### src/rtl/vga_sync_rx_if.sv
// Pin-level and recovered-pixel signal bundle for vga_sync_rx.
// Stats outputs exist only when VGA_SYNC_RX_STATS_EN is defined.
interface vga_sync_rx_if #(
  parameter int unsigned R  = 4,
  parameter int unsigned G  = 4,
  parameter int unsigned B  = 4,
  parameter int unsigned CX = 10,
  parameter int unsigned CY = 10
);
  logic [R-1:0]  vga_red;
  logic [G-1:0]  vga_green;
  logic [B-1:0]  vga_blue;
  logic          vga_hsync;
  logic          vga_vsync;
  logic [R-1:0]  pixR;
  logic [G-1:0]  pixG;
  logic [B-1:0]  pixB;
  logic [CX-1:0] pix_x;
  logic [CY-1:0] pix_y;
  logic          pix_valid;
  logic          frame_start;
  logic          locked;
`ifdef VGA_SYNC_RX_STATS_EN
  logic [CX:0]   h_total;
  logic [CY:0]   v_total;
  logic [7:0]    lock_loss_cnt;

  modport master (
    output vga_red, vga_green, vga_blue, vga_hsync, vga_vsync,
    input  pixR, pixG, pixB, pix_x, pix_y, pix_valid, frame_start, locked,
    input  h_total, v_total, lock_loss_cnt
  );
  modport slave (
    input  vga_red, vga_green, vga_blue, vga_hsync, vga_vsync,
    output pixR, pixG, pixB, pix_x, pix_y, pix_valid, frame_start, locked,
    output h_total, v_total, lock_loss_cnt
  );
`else
  modport master (
    output vga_red, vga_green, vga_blue, vga_hsync, vga_vsync,
    input  pixR, pixG, pixB, pix_x, pix_y, pix_valid, frame_start, locked
  );
  modport slave (
    input  vga_red, vga_green, vga_blue, vga_hsync, vga_vsync,
    output pixR, pixG, pixB, pix_x, pix_y, pix_valid, frame_start, locked
  );
`endif
endinterface

### src/rtl/vga_sync_rx.sv
// VGA receiver: recovers pixel coordinates from sync pulses, gated by a line-period lock.
// Optional stats outputs (h_total, v_total, lock_loss_cnt) under VGA_SYNC_RX_STATS_EN.
module vga_sync_rx #(
  parameter int unsigned R          = 4,
  parameter int unsigned G          = 4,
  parameter int unsigned B          = 4,
  parameter int unsigned CX         = 10,
  parameter int unsigned CY         = 10,
  parameter int unsigned H_ACTIVE   = 640,
  parameter int unsigned H_START    = 144,
  parameter int unsigned V_ACTIVE   = 480,
  parameter int unsigned V_START    = 35,
  parameter int unsigned LOCK_LINES = 4
) (
  input logic          clk,
  input logic          rst_n,
  vga_sync_rx_if.slave vga
);
  typedef enum logic [1:0] {SEARCH, TRACK, LOCKED} state_t;

  localparam logic [CX:0]   H_LO   = (CX+1)'(H_START);
  localparam logic [CX:0]   H_HI   = (CX+1)'(H_START + H_ACTIVE);
  localparam logic [CY:0]   V_LO   = (CY+1)'(V_START);
  localparam logic [CY:0]   V_HI   = (CY+1)'(V_START + V_ACTIVE);
  localparam int unsigned   MW     = $clog2(LOCK_LINES + 1);
  localparam logic [MW-1:0] LOCK_M = MW'(LOCK_LINES);

  logic [R-1:0]  red1_q;
  logic [G-1:0]  green1_q;
  logic [B-1:0]  blue1_q;
  logic          hs1_q, vs1_q, hs2_q, vs2_q;
  logic [CX:0]   h_cnt_q, h_cnt_d;
  logic [CY:0]   v_line_q, v_line_d;
  logic [CX:0]   last_period_q, last_period_d, period;
  logic [MW-1:0] match_cnt_q, match_cnt_d;
  state_t        state_q, state_d;

  logic [R-1:0]  pixR_q, pixR_d;
  logic [G-1:0]  pixG_q, pixG_d;
  logic [B-1:0]  pixB_q, pixB_d;
  logic [CX-1:0] pix_x_q, pix_x_d;
  logic [CY-1:0] pix_y_q, pix_y_d;
  logic          pix_valid_q, frame_start_q, frame_start_d;

  logic hfall, vfall, period_match, h_sat, in_win;

  always_comb begin
    hfall         = ~hs1_q & hs2_q;
    vfall         = ~vs1_q & vs2_q;
    period        = h_cnt_q + 1'b1;
    period_match  = (period == last_period_q);
    h_sat         = &h_cnt_q;

    h_cnt_d       = hfall ? '0 : (h_sat ? h_cnt_q : h_cnt_q + 1'b1);
    last_period_d = hfall ? period : last_period_q;

    v_line_d = v_line_q;
    if (vfall)                   v_line_d = '0;
    else if (hfall && !(&v_line_q)) v_line_d = v_line_q + 1'b1;

    state_d     = state_q;
    match_cnt_d = match_cnt_q;
    case (state_q)
      SEARCH: if (hfall) begin
        state_d     = TRACK;
        match_cnt_d = '0;
      end
      TRACK: begin
        // A mismatch in the same cycle as vsync fall must block the lock.
        if (hfall && !period_match) begin
          match_cnt_d = '0;
        end else begin
          if (vfall && match_cnt_q >= LOCK_M) state_d = LOCKED;
          if (hfall && match_cnt_q < LOCK_M)  match_cnt_d = match_cnt_q + 1'b1;
        end
      end
      LOCKED: if ((hfall && !period_match) || h_sat) state_d = SEARCH;
      default: state_d = SEARCH;
    endcase

    // Window is judged on next-state counters so outputs line up with the colour two cycles after the pins.
    in_win = (state_d == LOCKED) && (h_cnt_d >= H_LO) && (h_cnt_d < H_HI)
             && (v_line_d >= V_LO) && (v_line_d < V_HI);

    pixR_d        = in_win ? red1_q   : '0;
    pixG_d        = in_win ? green1_q : '0;
    pixB_d        = in_win ? blue1_q  : '0;
    pix_x_d       = in_win ? CX'(h_cnt_d - H_LO)  : '0;
    pix_y_d       = in_win ? CY'(v_line_d - V_LO) : '0;
    frame_start_d = in_win && (h_cnt_d == H_LO) && (v_line_d == V_LO);
  end

  always_ff @(posedge clk or negedge rst_n) begin
    if (!rst_n) begin
      red1_q        <= '0;
      green1_q      <= '0;
      blue1_q       <= '0;
      hs1_q         <= 1'b1;
      vs1_q         <= 1'b1;
      hs2_q         <= 1'b1;
      vs2_q         <= 1'b1;
      h_cnt_q       <= '0;
      v_line_q      <= '0;
      last_period_q <= '0;
      match_cnt_q   <= '0;
      state_q       <= SEARCH;
      pixR_q        <= '0;
      pixG_q        <= '0;
      pixB_q        <= '0;
      pix_x_q       <= '0;
      pix_y_q       <= '0;
      pix_valid_q   <= 1'b0;
      frame_start_q <= 1'b0;
    end else begin
      red1_q        <= vga.vga_red;
      green1_q      <= vga.vga_green;
      blue1_q       <= vga.vga_blue;
      hs1_q         <= vga.vga_hsync;
      vs1_q         <= vga.vga_vsync;
      hs2_q         <= hs1_q;
      vs2_q         <= vs1_q;
      h_cnt_q       <= h_cnt_d;
      v_line_q      <= v_line_d;
      last_period_q <= last_period_d;
      match_cnt_q   <= match_cnt_d;
      state_q       <= state_d;
      pixR_q        <= pixR_d;
      pixG_q        <= pixG_d;
      pixB_q        <= pixB_d;
      pix_x_q       <= pix_x_d;
      pix_y_q       <= pix_y_d;
      pix_valid_q   <= in_win;
      frame_start_q <= frame_start_d;
    end
  end

  assign vga.pixR        = pixR_q;
  assign vga.pixG        = pixG_q;
  assign vga.pixB        = pixB_q;
  assign vga.pix_x       = pix_x_q;
  assign vga.pix_y       = pix_y_q;
  assign vga.pix_valid   = pix_valid_q;
  assign vga.frame_start = frame_start_q;
  assign vga.locked      = (state_q == LOCKED);

`ifdef VGA_SYNC_RX_STATS_EN
  logic [CY:0] v_total_q;
  logic [7:0]  lock_loss_q;

  always_ff @(posedge clk or negedge rst_n) begin
    if (!rst_n) begin
      v_total_q   <= '0;
      lock_loss_q <= '0;
    end else begin
      // The hsync fall coinciding with vsync fall closes the frame, hence the +1.
      if (vfall) v_total_q <= (&v_line_q) ? v_line_q : v_line_q + 1'b1;
      if (state_q == LOCKED && state_d == SEARCH && lock_loss_q != '1)
        lock_loss_q <= lock_loss_q + 1'b1;
    end
  end

  assign vga.h_total       = last_period_q;
  assign vga.v_total       = v_total_q;
  assign vga.lock_loss_cnt = lock_loss_q;
`endif
endmodule

### src/flat_wrapper.sv
// flat-port wrapper written by rule: the top's interface ports become plain ports
module vga_sync_rx_flat 
#(
  parameter int unsigned R          = 4,
  parameter int unsigned G          = 4,
  parameter int unsigned B          = 4,
  parameter int unsigned CX         = 10,
  parameter int unsigned CY         = 10,
  parameter int unsigned H_ACTIVE   = 640,
  parameter int unsigned H_START    = 144,
  parameter int unsigned V_ACTIVE   = 480,
  parameter int unsigned V_START    = 35,
  parameter int unsigned LOCK_LINES = 4
)
  (clk, rst_n, vga_vga_red, vga_vga_green, vga_vga_blue, vga_vga_hsync, vga_vga_vsync, vga_pixR, vga_pixG, vga_pixB, vga_pix_x, vga_pix_y, vga_pix_valid, vga_frame_start, vga_locked);
  vga_sync_rx_if #(.R(R), .G(G), .B(B), .CX(CX), .CY(CY)) vga_i ();
  input logic clk;
  input logic rst_n;
  input wire logic [$bits(vga_i.vga_red)-1:0] vga_vga_red;
  input wire logic [$bits(vga_i.vga_green)-1:0] vga_vga_green;
  input wire logic [$bits(vga_i.vga_blue)-1:0] vga_vga_blue;
  input wire logic [$bits(vga_i.vga_hsync)-1:0] vga_vga_hsync;
  input wire logic [$bits(vga_i.vga_vsync)-1:0] vga_vga_vsync;
  output wire logic [$bits(vga_i.pixR)-1:0] vga_pixR;
  output wire logic [$bits(vga_i.pixG)-1:0] vga_pixG;
  output wire logic [$bits(vga_i.pixB)-1:0] vga_pixB;
  output wire logic [$bits(vga_i.pix_x)-1:0] vga_pix_x;
  output wire logic [$bits(vga_i.pix_y)-1:0] vga_pix_y;
  output wire logic [$bits(vga_i.pix_valid)-1:0] vga_pix_valid;
  output wire logic [$bits(vga_i.frame_start)-1:0] vga_frame_start;
  output wire logic [$bits(vga_i.locked)-1:0] vga_locked;
  assign vga_i.vga_red = vga_vga_red;
  assign vga_i.vga_green = vga_vga_green;
  assign vga_i.vga_blue = vga_vga_blue;
  assign vga_i.vga_hsync = vga_vga_hsync;
  assign vga_i.vga_vsync = vga_vga_vsync;
  assign vga_pixR = vga_i.pixR;
  assign vga_pixG = vga_i.pixG;
  assign vga_pixB = vga_i.pixB;
  assign vga_pix_x = vga_i.pix_x;
  assign vga_pix_y = vga_i.pix_y;
  assign vga_pix_valid = vga_i.pix_valid;
  assign vga_frame_start = vga_i.frame_start;
  assign vga_locked = vga_i.locked;
  vga_sync_rx #(.R(R), .G(G), .B(B), .CX(CX), .CY(CY), .H_ACTIVE(H_ACTIVE), .H_START(H_START), .V_ACTIVE(V_ACTIVE), .V_START(V_START), .LOCK_LINES(LOCK_LINES)) u_core (.clk(clk), .rst_n(rst_n), .vga(vga_i));
endmodule
### config.mk
export PLATFORM = sky130hd
export DESIGN_NAME = vga_sync_rx_flat
export DESIGN_NICKNAME = d
export VERILOG_FILES = /design/src/rtl/vga_sync_rx_if.sv /design/src/rtl/vga_sync_rx.sv /design/src/flat_wrapper.sv
export SDC_FILE = /design/constraint.sdc
export NUM_CORES = 1
export LEC_CHECK = 0
export BUFFER_PORTS_ARGS = -buffer_cell sky130_fd_sc_hd__buf_2
export CAP_MARGIN = 10
export CELL_PAD_IN_SITES_DETAIL_PLACEMENT = 1
export CELL_PAD_IN_SITES_GLOBAL_PLACEMENT = 1
export CORE_MARGIN = 1.5
export CORE_UTILIZATION = 45
export DETAILED_ROUTE_END_ITERATION = 10
export HOLD_SLACK_MARGIN = 0.03
export PLACE_DENSITY = 0.86
export RECOVER_POWER = 100
export SLEW_MARGIN = 20
export SYNTH_ARGS = -nofsm -noshare
export SYNTH_HDL_FRONTEND = slang
export SYNTH_SLANG_ARGS = --single-unit
export TNS_END_PERCENT = 5
### constraint.sdc
create_clock -name clk -period 3.7 [get_ports clk]
set_input_delay 0.74 -clock clk [delete_from_list [all_inputs] [get_ports clk]]
set_output_delay 0.74 -clock clk [all_outputs]
set_load 0.1 [all_outputs]
==> results of run 1 <==
-- power breakdown --
| part | switching (W) | internal (W) |
|---|---|---|
| clock network | 0.000387 | 0.000258 |
| registers | 0.0000810 | 0.00102 |
| logic | 0.000216 | 0.000140 |
-- cell type report --
type                            count  area share
Timing Repair Buffer               68      0.0700
Sequential cell                    88       0.440
Multi-Input combinational cell    314       0.413
Clock buffer                        9      0.0247
Inverter                           10     0.00747
Tap cell                          133      0.0331
Clock inverter                      7      0.0122
-- through the flow --
stage / total power, W / utilization / hold WS [ps]
2_1_floorplan: 0.00135 / - / 358
3_3_place_gp: 0.00145 / 0.501 / 360
3_5_place_dp: 0.00147 / 0.501 / 364
4_1_cts: 0.00212 / 0.520 / 378
5_1_grt: 0.00220 / 0.516 / 404
6_report: 0.00210 / 0.516 / 383
-- final timing paths --
| check | start | end | slack (ps) |
|---|---|---|---|
| min in group asynchronous | rst_n | u_core.last_period_q[8] | 660 |
| hold / removal | u_core.vs1_q | u_core.vs2_q | 380 |
| hold reg to reg | u_core.vs1_q | u_core.vs2_q | 380 |
| setup reg to reg | u_core.v_line_q[4] | u_core.vga.frame_start | 160 |
| setup / recovery | u_core.v_line_q[4] | u_core.vga.frame_start | 160 |
| max in group asynchronous | rst_n | u_core.vga.pix_x[7] | 1500 |
-- cells in the mapped netlist (2+ instances only) --
library cell   n  area [µm²]
o21ai_0       15        75.1
o31ai_1        2        15.0
nand3b_1       2        15.0
o2111ai_1      5        43.8
buf_4          2        15.0
xnor2_1       21         184
a22oi_1        2        15.0
a31o_2         2        17.5
nand4_1        7        43.8
mux2i_1        2        20.0
clkbuf_1       9        33.8
nor2b_1        5        31.3
a21boi_0       2        15.0
or3_1          3        18.8
dfrtp_1       84        2100
nand2b_1       7        43.8
inv_1         10        37.5
a21oi_1       20         100
a41o_1         2        20.0
a21o_1         5        37.5
nor2_1        32         120
and2_1         7        43.8
and4_1         3        26.3
nor4_2         3        37.5
o32a_1         2        20.0
nand3_1       26         130
nor3_1        16        80.1
dfstp_2        4         105
nand2_1       36         135
a211oi_1       9        67.6
a211o_1        4        35.0
nor4_1         4        25.0
buf_6          3        33.8
o41ai_1        2        17.5
ha_1           6        75.1
and3_1        10        62.6
a22o_1         3        26.3
buf_2         13        65.1
xor2_1        14         123
a31oi_1        7        43.8
-- metal layers --
metal | GRT usage | wire (µm)
met1 | 0.330 | 5390
met2 | 0.424 | 6270
met3 | 0.0339 | 407
met4 | 0.0946 | 211
met5 | 0 | 0
-- state kept, by name, summed over array words and instances (netlist names), 2 cells and up --
name / cells
u_core.h_cnt_q: 11
u_core.last_period_q: 11
u_core.v_line_q: 11
u_core.vga.pix_x: 10
u_core.vga.pix_y: 10
u_core.blue1_q: 4
u_core.green1_q: 4
u_core.red1_q: 4
u_core.vga.pixB: 4
u_core.vga.pixG: 4
u_core.vga.pixR: 4
u_core.match_cnt_q: 3
u_core.state_q: 2
-- logic make-up after synthesis --
family,count (synthesis)
buf+inv,38
compound gates,94
simple gates,176
flops,88
mux,3
fa+ha+maj,6
xor+xnor,35
-- cell usage in the layout, fill, tap and decap left out, types with 3 or more instances in the layout --
cell type  Yosys  final
a211o_1        4      4
a211oi_1       9      9
a21o_1         5      5
a21oi_1       20     20
a22o_1         3      3
a31oi_1        7      7
and2_1         7      6
and3_1        10      9
buf_2         13     48
buf_4          2      9
clkbuf_1       9      9
clkbuf_8       0      9
dfrtp_1       84     83
ha_1           6      6
inv_1         10     10
nand2_1       36     36
nand2b_1       7      7
nand3_1       26     26
nand4_1        7      7
nor2_1        32     32
nor2b_1        5      5
nor3_1        16     16
nor4_1         4      6
o2111ai_1      5      5
o21ai_0       15     15
or3_1          3      3
xnor2_1       21     21
xor2_1        14     14
-- worst max-delay path, delay by kind of cell (launching register included) --
family	cells	cell delay, ps
XOR/XNOR	1	80
adder cells (fa/ha/maj)	1	280
AO/OA/AOI/OAI	1	320
buffers and inverters	1	100
flip-flops	1	520
AND/OR/NAND/NOR	7	2120
-- timing repair --
action | 4_1_cts | 5_1_grt
setup buffers | 0 | 2
endpoints found under the setup margin | 0 | 27
gates resized for setup | 0 | 3
==> results.ini, run 1 <==
[routing]
drt-total-wl_mm=12.3
final_antenna_net_count=0
dr.first_iter.drc_count=201
viasPerCell=5.78
vias=3636
dr.pass1.iters=5
wl_per_cell_um=19.5
drc=0

[final_layout]
area_delta_synth_final_pct=12.0
regArea_um2=2210
multiInputGateArea_um2=2070
drive_gt1_frac=0.192
nets=513
diodes=0
final_cell_area_um2=5020
fin_cells=629
fill_cells=1164

[synthesis]
yosysSeqAreaShare=0.492
avgSynthCellArea_um2=10.2
syn_inst=440
synth_fa_ha_area_frac=0.0167
async_reset_ff_frac=1.00
synth_top_flop_cell=dfrtp_1
synth_edf_count=0
muxShareOfSynthArea=0.00697
syn_nets=462
yosys.cell_types.count=69
synth-compound-area-share=0.159
synth-simple-area-share=0.215
synth-xor-area-share=0.0683
netlist_area_um2=4490
ys_ff_latch=88
synth_top_family_by_area=simple AND/OR/NAND/NOR gates
yosysWarnings=0

[global_routing]
grt_pass1_vias=3920
overflow=0
antenna_found_initial=0
grt_first_pass_wirelength_mm=20.2
track_usage=0.251
grt_max_degree=55

[floorplan]
rows=36
fp.dieH_um=103
dieArea_um2=10600
start_util=0.461
coreArea_um2=9730
chipWidth_um=103
io-pin-count=51

[timing]
hold_viol=0
maxSlewViolCount=0
rsz0062_at_grt=no
fin_setup_tns_ps=0
finalCritPeriodShare=0.956
setup_ws_ps=163
fin_crit_ps=3540
worst_pin_slew_ps=1360
relSlewSlack=0.0913
max_freq_ghz=0.283
setup_violations=0
fin_worst_skew_ps=12.0

[place]
dpl.cell_count=611
dpl_worst_slack_ps=166
place_hpwl_mm=8.79
dpl-instance-area_um2=4870
gp_congestion=0.879
io_buffer_count=50

[worst_setup_path]
cp_slowest_cell=dfrtp_1
worst_ep_required_time_ps=3940
critPathArrivalTime_ps=3780
slowest_delay_ps=520
crit_fanout=9
endpoint_kind=flip-flop
reg2regPathDepth=11
path_cells=and4_2 -> nand4_2 -> nand2_1 -> xor2_1 -> nor2_1 -> ha_1 -> inv_1 -> or4_1 -> nor4b_1 -> nand4_1 -> a211oi_1
crit_type=flip-flop to flip-flop
startpoint_type=flip-flop

[clocking]
cts_buffers=9
cts_buffer_depth=2
cts_tree=done
root_buffer=clkbuf_8
clk_pin_slew_ps=90
clkLatencyLatePin_ps=360
hold_buffers=0
cts.sinks=88
ctsHtreeMaxLevel=3

[pwr]
ir_drop_v=0.000225
cellPowerDensity_nw_per_um2=418
p_leak_nw=2.32

[hold_path]
whs_path_depth=0
hold_path.class=flip-flop to flip-flop

[run_status]
outcome=completed

[job]
max_cap_viol_count=0

Power figures use the tool's default switching activity.
==> inputs of run 2 (changes only) <==
MAX_ROUTING_LAYER = met4   (was not set)
==> run 2 against run 1 <==
  * The flow now finishes with violations (capacitance limit, slew limit)
  * Largest power group unchanged
  * Critical endpoint is now u_core.vga.pix_x[9]
  * Non-clock buffer count grew 2
  * Critical path type unchanged
  * Total power grew 0.69%
  * Sequential share of layout area shrank 0.14 points
==> results.ini, run 2 (synthesized netlist as in run 1, its figures left out) <==
[floorplan]
dieArea_um2=10600
fp.dieH_um=103
coreArea_um2=9730
rows=36
chipWidth_um=103
io-pin-count=51
start_util=0.461

[global_routing]
grt_first_pass_wirelength_mm=19.9
grt_pass1_vias=3932
antenna_found_initial=0
overflow=0
track_usage=0.255
grt_max_degree=55

[timing]
fin_setup_tns_ps=0
fin_crit_ps=3560
setup_violations=0
max_freq_ghz=0.281
fin_worst_skew_ps=8.87
finalCritPeriodShare=0.962
maxSlewViolCount=55
holdWs_ps=376
hold_viol=0
relSlewSlack=-0.915
worst_pin_slew_ps=2870

[final_layout]
area_delta_synth_final_pct=12.3
final_util=0.518
final_cell_area_um2=5040
diodes=0
multiInputGateArea_um2=2080
fin_cells=631
drive_gt1_frac=0.145
layout_commonest_cell=dfrtp_1
regArea_um2=2210
biggestRegsByFlops=u_core.h_cnt_q: 11 flops, u_core.last_period_q: 11 flops, u_core.v_line_q: 11 flops
most-common-layout-cells=dfrtp_1 (84), clkbuf_1 (37), nand2_1 (36)
nets=515
fill_cells=1160

[clocking]
ctsHtreeMaxLevel=3
root_buffer=clkbuf_8
cts_buffers=9
hold_buffers=0
clkLatencyLatePin_ps=360
clk_pin_slew_ps=100
cts.sinks=88
cts_tree=done
cts_buffer_depth=2

[place]
dpl-instance-area_um2=4880
dpl.cell_count=612
gp_congestion=0.898
place_hpwl_mm=9.01
io_buffer_count=50

[routing]
drc=0
vias=3751
final_antenna_net_count=0
dr.pass1.iters=5
wl_per_cell_um=19.7
viasPerCell=5.94
dr.first_iter.drc_count=130
drt-total-wl_mm=12.4

[worst_setup_path]
endpoint_kind=flip-flop
startpoint_type=flip-flop
crit_fanout=8
reg2regPathDepth=15
critPathArrivalTime_ps=3790
worst_ep_required_time_ps=3930
crit_type=flip-flop to flip-flop

[run_status]
violations=capacitance limit, slew limit
outcome=finished, violations left

[pwr]
ir_drop_v=0.000215
p_leak_nw=2.20
cellPowerDensity_nw_per_um2=420

[hold_path]
hold_path.class=flip-flop to flip-flop
whs_path_depth=0

[job]
max_cap_viol_count=1

## run 2: cell types whose count changed in the layout (fill, tap and decap cells not counted), moves of 2 or more
cell      before  now
buf_2         48   14
clkbuf_4       0    3
nor4_2         1    4
clkbuf_1       9   37
buf_4          9   14
nor4_1         6    4
## run 2: path summary, 6_finish.rpt
path,from,end,slack [ps]
max in group asynchronous,rst_n,u_core.vs1_q,750
worst min register to register,u_core.vs1_q,u_core.vs2_q,380
worst max register to register,u_core.h_cnt_q[1],u_core.vga.pix_x[9],140
min in group asynchronous,rst_n,u_core.last_period_q[8],1290
worst max-delay path,u_core.h_cnt_q[1],u_core.vga.pix_x[9],140
worst min-delay path,u_core.vs1_q,u_core.vs2_q,380
## run 2: what timing repair did
action,CTS,global route
buffers inserted,0,3
resized for setup,1,5
endpoints found under the setup margin,1,17
pin swaps,0,1
## run 2: layout make-up
class,count,share of cell area
Sequential cell,88,0.438
Timing Repair Buffer,70,0.0688
Multi-Input combinational cell,314,0.413
Clock buffer,9,0.0246
Inverter,10,0.00745
Clock inverter,7,0.0144
Tap cell,133,0.0330
## run 2: worst max-delay path, stage by stage, from the launching register on
cell and delay (ps):
dfrtp_1 500, ha_2 300, nand3_1 110, nor2_1 180, nand2_1 160, nand2_1 90, nand2_1 80, inv_1 120
ha_1 160, nand2_1 60, a211oi_1 290, a221oi_1 150, nor4_2 360, nand3_2 250, clkbuf_4 220, nor4_1 380
## run 2: through the flow
stage / power (W) / setup slack [ps]
6_report: 0.00212 / 142
2_1_floorplan: 0.00135 / 665
4_1_cts: 0.00212 / 82.9
3_5_place_dp: 0.00147 / 16.3
3_3_place_gp: 0.00144 / 234
5_1_grt: 0.00221 / -72.2
## run 2: where the power goes
part / internal [W] / switching, W
combinational: 0.000144 / 0.000217
sequential: 0.00102 / 0.0000805
clock: 0.000265 / 0.000391
## run 2: layer usage
layer / part of all wire / global-route usage
met1: 0.43 / 0.308
met2: 0.52 / 0.436
met3: 0.029 / 0.0366
met4: 0.022 / 0.0967
met5: 0 / -
==> inputs of run 3 (changes only) <==
clock period = 4.6 ns   (was 3.7 ns; I/O delays follow)
==> run 3 against run 2 <==
  * The flow still finishes with violations (capacitance limit, slew limit)
  * Flip-flop and latch count unchanged
  * Wire length fell by 3.5%
  * Final cell count fell by 2.4%
  * Sequential share of layout area increased by 1.1 points
  * Count of clock-buffer cells in the layout unchanged
  * Non-clock buffer count decreased by 15
  * Total power decreased by 20%
  * Via count down 3.2%
  * Clock power down 21%
  * Global-route usage rose by 0.10 points
==> results.ini, run 3 (synthesized netlist as in run 1, its figures left out) <==
[timing]
holdWs_ps=384
setup_ws_ps=324
setup_violations=0
fin_crit_ps=4280
hold_viol=0
maxSlewViolCount=89
max_freq_ghz=0.234
relSlewSlack=-0.448
worst_pin_slew_ps=2170
finalCritPeriodShare=0.930
fin_worst_skew_ps=13.8

[final_layout]
area_delta_synth_final_pct=9.62
biggestRegsByFlops=u_core.h_cnt_q: 11 flops, u_core.last_period_q: 11 flops, u_core.v_line_q: 11 flops
most-common-layout-cells=dfrtp_1 (84), nand2_1 (36), clkbuf_1 (35)
fill_cells=1153
multiInputGateArea_um2=2080
layout_commonest_cell=dfrtp_1
regArea_um2=2210
nets=500
drive_gt1_frac=0.114
diodes=0

[pwr]
p_sw_frac=0.328
clockPowerShare=0.307
switchingPower_w=0.000554
cellPowerDensity_nw_per_um2=343
pwr-share-comb=0.169
ir_drop_v=0.000201
p_leak_nw=2.13
power.internal_w=0.00113
power_frac_seq=0.524

[routing]
top_layer_used=met4
dr.first_iter.drc_count=193
met2_length_mm=6.12
drt-met1-wl_mm=5.11
wl_per_cell_um=19.4
viasPerCell=5.89
drc=0
wl_met3_um=469
final_antenna_net_count=0
dr.pass1.iters=4
drt-total-wl_mm=12.0
vias=3631

[clocking]
cts.sinks=88
cts_buffer_depth=2
root_buffer=clkbuf_8
ctsHtreeMaxLevel=3
cts_buffers=9
clk_pin_slew_ps=100
cts_tree=done
hold_buffers=0
cts_resized=0
postCtsSetupBuffers=0
clkLatencyLatePin_ps=380

[place]
gp_congestion=0.903
io_buffer_count=50
dpl_worst_slack_ps=327
place_hpwl_mm=8.34

[floorplan]
coreArea_um2=9730
rows=36
io-pin-count=51
chipWidth_um=103
fp.dieH_um=103
dieArea_um2=10600
start_util=0.461

[worst_setup_path]
worst_ep_required_time_ps=4880
startpoint_type=flip-flop
critPathArrivalTime_ps=4560
crit_fanout=17
crit_top_cell=nand2_1
cp_top_family=simple AND/OR/NAND/NOR gates
critical_path_buf_inv_count=2
path_cells=ha_1 -> nand3_1 -> nor2_2 -> nand2_1 -> nand2_1 -> nand2_1 -> inv_1 -> ha_1 -> nand2_1 -> a211oi_1 -> a221oi_1 -> nor4_2 -> nand3_4 -> buf_4 -> nor4_2
endpoint_kind=flip-flop
cp_slowest_cell=dfrtp_1
crit_type=flip-flop to flip-flop
slowest_delay_ps=540

[run_status]
violations=capacitance limit, slew limit
outcome=finished, violations left

[global_routing]
grt_pass1_vias=3799
grt_max_degree=89
track_usage=0.256
grt_first_pass_wirelength_mm=19.7
antenna_found_initial=0
overflow=0

[hold_path]
hold_path.class=flip-flop to flip-flop

[job]
max_cap_viol_count=1

## run 3: cell types whose count changed in the layout (fill, tap and decap cells not counted), sizes merged
cell / delta
clkbuf: -6
buf: -9
## run 3: area by class of cell
cell class              count  area share
well taps                 133      0.0338
repair buffers             55      0.0491
clock inverters             7      0.0120
multi-input cells         314       0.423
inverters                  10     0.00763
flip-flops and latches     88       0.449
clock buffers               9      0.0252
## run 3: path summary, 6_finish.rpt
path                              startpoint                 endpoint  slack [ps]  depth (start not counted)
max in group asynchronous              rst_n       u_core.v_line_q[6]        2160                          1
min in group asynchronous              rst_n  u_core.last_period_q[9]        1150                          1
hold reg to reg                 u_core.vs1_q             u_core.vs2_q         380                          0
setup reg to reg           u_core.h_cnt_q[0]      u_core.vga.pix_x[1]         320                         15
hold / removal                  u_core.vs1_q             u_core.vs2_q         380                          0
setup / recovery           u_core.h_cnt_q[0]      u_core.vga.pix_x[1]         320                         15
## run 3: stage by stage
stage	utilization	setup TNS, ps	power, W	instance area, µm²	cells
after global routing	0.505	-79.0	0.00176	4920	616
after global placement	0.492	0	0.00116	4790	600
final	0.505	0	0.00169	4920	616
after floorplan	-	0	0.00108	4490	440
after CTS	0.511	0	0.00170	4970	616
after detailed placement	0.492	0	0.00118	4790	600
## run 3: per-layer routing
| metal | vias up | GRT usage |
|---|---|---|
| li1 | 1664 | - |
| met1 | 1857 | 0.329 |
| met2 | 91 | 0.411 |
| met3 | 19 | 0.0400 |
| met4 | 0 | 0.101 |
| met5 | - | - |
## run 3: power groups by stage
| stage | clock network (W) | registers, W | logic, W |
|---|---|---|---|
| floorplan | 0 | 0.000865 | 0.000219 |
| global placement | 0 | 0.000890 | 0.000266 |
| detailed placement | 0 | 0.000897 | 0.000280 |
| CTS | 0.000529 | 0.000882 | 0.000284 |
| global route | 0.000554 | 0.000892 | 0.000314 |
| finish | 0.000519 | 0.000884 | 0.000285 |
## run 3: worst reg2reg max path, cell delays in order, from the launching register on
cell and delay (ps):
dfrtp_1 540, ha_1 350, nand3_1 350, nor2_2 360, nand2_1 220, nand2_1 120
nand2_1 90, inv_1 130, ha_1 150, nand2_1 50, a211oi_1 360, a221oi_1 170
nor4_2 460, nand3_4 290, buf_4 300, nor4_2 240
